===== src/rtl/seg_scan_decoder.sv =====
// Decodes a multiplexed, active-low 4-digit 7-segment scan back into four hex digits.
// Define SEG_ERR_EN to reject frames containing unmatched segment patterns (code_err pulse).
module seg_scan_decoder #(
   parameter int unsigned SETTLE_CYCLES = 4
) (
   input  logic       clk,
   input  logic       clr,
   input  logic       a,
   input  logic       b,
   input  logic       c,
   input  logic       d,
   input  logic       e,
   input  logic       f,
   input  logic       g,
   input  logic [3:0] anode_sig,
   output logic [3:0] output1,
   output logic [3:0] output2,
   output logic [3:0] output3,
   output logic [3:0] output4,
   output logic       frame_valid,
   output logic       code_err
);

   typedef enum logic [1:0] {IDLE, SETTLE, CAPTURE, HOLD} state_t;

   localparam logic [8:0] SETTLE_LIMIT = 9'(SETTLE_CYCLES);

   function automatic logic is_onehot_low(input logic [3:0] v);
      case (v)
         4'b1110, 4'b1101, 4'b1011, 4'b0111: return 1'b1;
         default:                            return 1'b0;
      endcase
   endfunction

   // Slot 0 is the leftmost digit, driven by anode_sig[3].
   function automatic logic [1:0] slot_index(input logic [3:0] v);
      case (v)
         4'b0111: return 2'd0;
         4'b1011: return 2'd1;
         4'b1101: return 2'd2;
         default: return 2'd3;
      endcase
   endfunction

   function automatic logic [3:0] decode_seg(input logic [6:0] p);
      case (p)
         7'b0000001: return 4'h0;
         7'b1001111: return 4'h1;
         7'b0010010: return 4'h2;
         7'b0000110: return 4'h3;
         7'b1001100: return 4'h4;
         7'b0100100: return 4'h5;
         7'b0100000: return 4'h6;
         7'b0001111: return 4'h7;
         7'b0000000: return 4'h8;
         7'b0000100: return 4'h9;
         7'b0001000: return 4'hA;
         7'b1100000: return 4'hB;
         7'b0110001: return 4'hC;
         7'b1000010: return 4'hD;
         7'b0110000: return 4'hE;
         7'b0111000: return 4'hF;
         default:    return 4'h0;
      endcase
   endfunction

`ifdef SEG_ERR_EN
   function automatic logic seg_matched(input logic [6:0] p);
      case (p)
         7'b0000001, 7'b1001111, 7'b0010010, 7'b0000110,
         7'b1001100, 7'b0100100, 7'b0100000, 7'b0001111,
         7'b0000000, 7'b0000100, 7'b0001000, 7'b1100000,
         7'b0110001, 7'b1000010, 7'b0110000, 7'b0111000: return 1'b1;
         default:                                        return 1'b0;
      endcase
   endfunction
`endif

   state_t     state;
   state_t     state_next;
   logic [7:0] cnt;
   logic [7:0] cnt_next;
   logic       do_capture;
   logic [6:0] seg;
   logic [6:0] prev_seg;
   logic [3:0] prev_anode;
   logic       anode_changed;
   logic       pattern_changed;
   logic [1:0] capture_idx;
   logic [3:0] slots [4];
   logic [3:0] captured;
`ifdef SEG_ERR_EN
   logic [3:0] unmatched;
`endif

   assign seg             = {a, b, c, d, e, f, g};
   assign anode_changed   = (anode_sig != prev_anode);
   assign pattern_changed = anode_changed || (seg != prev_seg);
   assign capture_idx     = slot_index(prev_anode);

   always_ff @(posedge clk or negedge clr) begin
      if (!clr) begin
         state <= IDLE;
         cnt   <= '0;
      end else begin
         state <= state_next;
         cnt   <= cnt_next;
      end
   end

   // CAPTURE also watches the anode so a digit change on the capture cycle is not lost.
   always_comb begin
      state_next = state;
      cnt_next   = cnt;
      do_capture = 1'b0;
      case (state)
         IDLE: begin
            if (is_onehot_low(anode_sig)) begin
               state_next = SETTLE;
               cnt_next   = 8'd1;
            end
         end
         SETTLE: begin
            if (!is_onehot_low(anode_sig)) begin
               state_next = IDLE;
               cnt_next   = '0;
            end else if (pattern_changed) begin
               cnt_next = 8'd1;
            end else if (({1'b0, cnt} + 9'd1) >= SETTLE_LIMIT) begin
               state_next = CAPTURE;
               cnt_next   = '0;
            end else begin
               cnt_next = cnt + 8'd1;
            end
         end
         CAPTURE, HOLD: begin
            do_capture = (state == CAPTURE);
            if (anode_changed) begin
               if (is_onehot_low(anode_sig)) begin
                  state_next = SETTLE;
                  cnt_next   = 8'd1;
               end else begin
                  state_next = IDLE;
                  cnt_next   = '0;
               end
            end else begin
               state_next = HOLD;
            end
         end
         default: begin
            state_next = IDLE;
            cnt_next   = '0;
         end
      endcase
      if (SETTLE_CYCLES <= 1 && state_next == SETTLE) begin
         state_next = CAPTURE;
         cnt_next   = '0;
      end
   end

   // Completion and a new capture may share a cycle; the new capture's bit survives the clear.
   always_ff @(posedge clk or negedge clr) begin
      if (!clr) begin
         prev_anode  <= 4'hF;
         prev_seg    <= 7'h7F;
         captured    <= '0;
         output1     <= '0;
         output2     <= '0;
         output3     <= '0;
         output4     <= '0;
         frame_valid <= 1'b0;
         for (int i = 0; i < 4; i++) slots[i] <= '0;
`ifdef SEG_ERR_EN
         unmatched   <= '0;
         code_err    <= 1'b0;
`endif
      end else begin
         prev_anode  <= anode_sig;
         prev_seg    <= seg;
         frame_valid <= 1'b0;
`ifdef SEG_ERR_EN
         code_err    <= 1'b0;
`endif
         if (&captured) begin
            captured <= '0;
`ifdef SEG_ERR_EN
            unmatched <= '0;
            if (|unmatched) begin
               code_err <= 1'b1;
            end else begin
               output1     <= slots[0];
               output2     <= slots[1];
               output3     <= slots[2];
               output4     <= slots[3];
               frame_valid <= 1'b1;
            end
`else
            output1     <= slots[0];
            output2     <= slots[1];
            output3     <= slots[2];
            output4     <= slots[3];
            frame_valid <= 1'b1;
`endif
         end
         if (do_capture) begin
            slots[capture_idx]    <= decode_seg(prev_seg);
            captured[capture_idx] <= 1'b1;
`ifdef SEG_ERR_EN
            unmatched[capture_idx] <= ~seg_matched(prev_seg);
`endif
         end
      end
   end

`ifndef SEG_ERR_EN
   assign code_err = 1'b0;
`endif

endmodule

===== config.mk =====
export PLATFORM = sky130hd
export DESIGN_NAME = seg_scan_decoder
export DESIGN_NICKNAME = d
export VERILOG_FILES = /design/src/rtl/seg_scan_decoder.sv
export SDC_FILE = /design/constraint.sdc
export NUM_CORES = 1
export LEC_CHECK = 0
export CORE_MARGIN = 2
export CORE_UTILIZATION = 56
export CTS_CLUSTER_SIZE = 40
export DETAILED_ROUTE_END_ITERATION = 10
export DONT_BUFFER_PORTS = 1
export HOLD_SLACK_MARGIN = 0.12
export PLACE_DENSITY = 0.74
export SLEW_MARGIN = 20
export SYNTH_ARGS = -nofsm -noshare
export SYNTH_HDL_FRONTEND = slang
export SYNTH_SLANG_ARGS = --single-unit

===== constraint.sdc =====
create_clock -name clk -period 1.7 [get_ports clk]
set_clock_uncertainty 0.15 [all_clocks]
set_input_delay 0.255 -clock clk [delete_from_list [all_inputs] [get_ports clk]]
set_output_delay 0.255 -clock clk [all_outputs]
set_load 0.1 [all_outputs]

==> impl_metrics.json <==
{
  "post_synth_inst_count": 262,
  "timing.final.setup_violations": 20,
  "setup_slack_after_layout_ns": -0.152,
  "clk_latency_ns": 0.34,
  "first_pass_grt_wire_length_microns": 9630,
  "path_buf_inv": 0,
  "detail_route.iter0.violations": 184,
  "syn_warnings": 0,
  "combinational_family_with_the_most_area_after_synthesis": "simple AND/OR/NAND/NOR gates",
  "grt_pass1_vias": 2085,
  "critical-path-slowest-cell": "sky130_fd_sc_hd__dfstp_2",
  "synth_largest_type_area_fraction_pct": 42.5,
  "timing_hold_violations_final": 58,
  "die-width_microns": 74.3,
  "seq_area_frac_synth_pct": 52.9,
  "io_buffers": 0,
  "timing.reg2reg.setup_slack_ns": -0.15,
  "routed_wire_length_per_instance_microns": 15.5,
  "path_clk_slew_ns": 0.07,
  "drt_drc_violations_left": 0,
  "root_buffer": "sky130_fd_sc_hd__clkbuf_8",
  "drv_slew": 0,
  "detailedPlacementHpwl_microns": 3680,
  "dr.pass1.iters": 4,
  "synth_top_cell_by_area": "sky130_fd_sc_hd__dfrtp_1",
  "postSynth.topFlopCell": "sky130_fd_sc_hd__dfrtp_1",
  "timing.hold.worst.class": "in2async",
  "worst_r2r_path_depth": 5,
  "antenna_cells_inserted": 0,
  "critical-path-max-stage-delay_ns": 0.60,
  "place_congestion": 0.870,
  "avgViaCountPerCell": 5.36,
  "synth_simple_gate_area_share_pct": 24.0,
  "synthMostInstantiatedCell": "sky130_fd_sc_hd__nand2_1",
  "critical_path.startpoint_type": "flop",
  "ant_nets": 0,
  "die_y_microns": 74.3,
  "synth_seq_cells": 58,
  "number_of_distinct_library_cells_after_synthesis": 53,
  "syn_avg_cell_area_sq_um": 10.6,
  "die-area_sq_um": 5520,
  "period_minus_slack_ns": 1.85,
  "hold_buffers": 11,
  "setup_repair_after_global_routing_missed_its_margin": "yes",
  "detail_route.wirelength_microns": 6150,
  "synth_xor_xnor_area_share_pct": 5.02,
  "violations_in_the_final_reports": "negative hold slack, negative setup slack",
  "power.density_nw_per_um2": 844,
  "core-area_sq_um": 4750,
  "grt_start_max_net_pins": 59,
  "maxCapViolCount": 0,
  "initial_utilization_pct": 58.2,
  "tns_ns": -2.04,
  "synth_compound_gate_area_share_pct": 7.37,
  "syn_area_sq_um": 2770,
  "layout_worst_path_cycle_share_pct": 109,
  "critical_path.reg2reg.startpoint": "prev_seg[5]$_DFF_PN1_",
  "hold_ws_ns": -0.549,
  "final.fill_count": 317,
  "critPathKind": "reg2reg",
  "area_growth_syn_to_layout_pct": 34.1,
  "core.rowCount": 25,
  "reg2reg_to": "slots[6]$_DFFE_PN0P_",
  "synth_top_cells_by_count": "sky130_fd_sc_hd__nand2_1 (61), sky130_fd_sc_hd__dfrtp_1 (47), sky130_fd_sc_hd__mux2_2 (17), sky130_fd_sc_hd__dfstp_2 (11), sky130_fd_sc_hd__nand3_1 (10)",
  "post-place-ws_ns": -0.154,
  "grt-ovfl-total": 0,
  "leakagePower_nw": 1.79,
  "cts_made_buffers": 9,
  "synthAdderAreaFrac_pct": 0.904,
  "fraction_of_registers_with_async_set_or_reset_after_synthesis_pct": 100,
  "post-layout-total-power_mw": 3.13,
  "series_of_cell_instances_along_the_critical_path": "nand2_2, or4b_4, a21o_4, nand3_4, mux2_4",
  "synthMuxAreaShare_pct": 6.91,
  "critPathCaptureType": "flop",
  "tritoncts_clock_tree": "built",
  "clkSinkCount": 58,
  "vias": 2126,
  "vdd_ir_drop_max_mv": 0.597,
  "fmax_mhz": 540,
  "groute.usage.overall_pct": 23.9,
  "postSynthNetCount": 277,
  "synth.area.top_cells": "sky130_fd_sc_hd__dfrtp_1 (42%), sky130_fd_sc_hd__dfstp_2 (10%), sky130_fd_sc_hd__nand2_1 (8.3%)",
  "nNetsFinal": 340,
  "synth_edf_count": 0,
  "worstPathMaxFanout": 6,
  "critPathArrivalTime_ns": 1.99,
  "number_of_buffers_on_the_longest_clock_path": 2,
  "number_of_h_tree_levels": 3,
  "drive_above_1_share_pct": 40.0,
  "outcome": "finished, violations left",
  "antenna_found_initial": 0,
  "critical-path-top-delay-family": "simple AND/OR/NAND/NOR gates",
  "required_ns": 1.83,
  "io_pins": 31
}
==> how the worst max path moves through the flow <==
| stage | start | end | cells after the start |
|---|---|---|---|
| final | prev_seg[5]$_DFF_PN1_ | slots[6]$_DFFE_PN0P_ | 5 |
| after global routing | prev_seg[2]$_DFF_PN1_ | state[0]$_DFFE_PN0P_ | 5 |
| after CTS | prev_seg[5]$_DFF_PN1_ | slots[10]$_DFFE_PN0P_ | 5 |
| after detailed placement | prev_seg[5]$_DFF_PN1_ | state[0]$_DFFE_PN0P_ | 5 |
| after global placement | prev_seg[5]$_DFF_PN1_ | state[0]$_DFFE_PN0P_ | 5 |
| after floorplan | prev_seg[2]$_DFF_PN1_ | state[0]$_DFFE_PN0P_ | 6 |
==> repair_timing <==
item / in CTS / in global routing
endpoints found under the setup margin: 26 / 26
resized for setup: 14 / 16
pin swaps: 11 / 5
hold endpoints to repair: 69 / 58
buffers inserted: 5 / 1
==> power breakdown <==
| part | total (mW) | internal, mW | switching (mW) |
|---|---|---|---|
| sequential | 1.44 | 1.41 | 0.0277 |
| clock | 1.41 | 0.860 | 0.552 |
| combinational | 0.279 | 0.141 | 0.138 |
==> placed cells by master (no fill, tap or decap), drive strengths merged, types with 10 or more instances in the layout <==
master       instances
clkbuf              11
dlygate4sd3         11
nand2               61
buf                 53
nor3                10
mux2                17
dfrtp               47
dfstp               11
nand3               10
==> flip-flops by register name (all words and copies together), names as in the netlist <==
name and flops:
output3 4, captured 4, state 2, prev_seg 7
cnt 8, prev_anode 4, output1 4, frame_valid 1
slots 16, output2 4, output4 4
==> through the flow <==
stage               instance area, sq um  instances  util, %
finish                              3710        397     78.1
global route                        3710        397     78.1
CTS                                 3640        396     76.6
detailed placement                  3200        364     67.4
global placement                    3200        364     67.4
floorplan                           2850        262        -
==> per-layer routing <==
layer  track usage [%]  routed length (microns)  part of all wire (%)
met4              12.1                       61                  0.99
met1              30.2                     2700                    44
met5                 0                        0                     0
met2              39.0                     3080                    50
met3              5.01                      312                   5.1
==> cell type report <==
cell class / count / area (sq um) / area share, %
timing repair buffer: 64 / 508 / 13.7
sequential: 58 / 1470 / 39.5
tap: 67 / 83.8 / 2.26
inverter: 3 / 11.3 / 0.303
clock buffer: 11 / 141 / 3.81
multi-input combinational: 189 / 1420 / 38.4
clock inverter: 5 / 77.6 / 2.09
==> logic make-up after synthesis <==
family	count (synthesis)
and+or+nand+nor	127
other	1
adders and majority gates	2
buffers and inverters	15
AOI/OAI and AO/OA	27
DFF	58
muxes	17
xor gates and xnor gates	15
(Power assumes the default switching activity.)
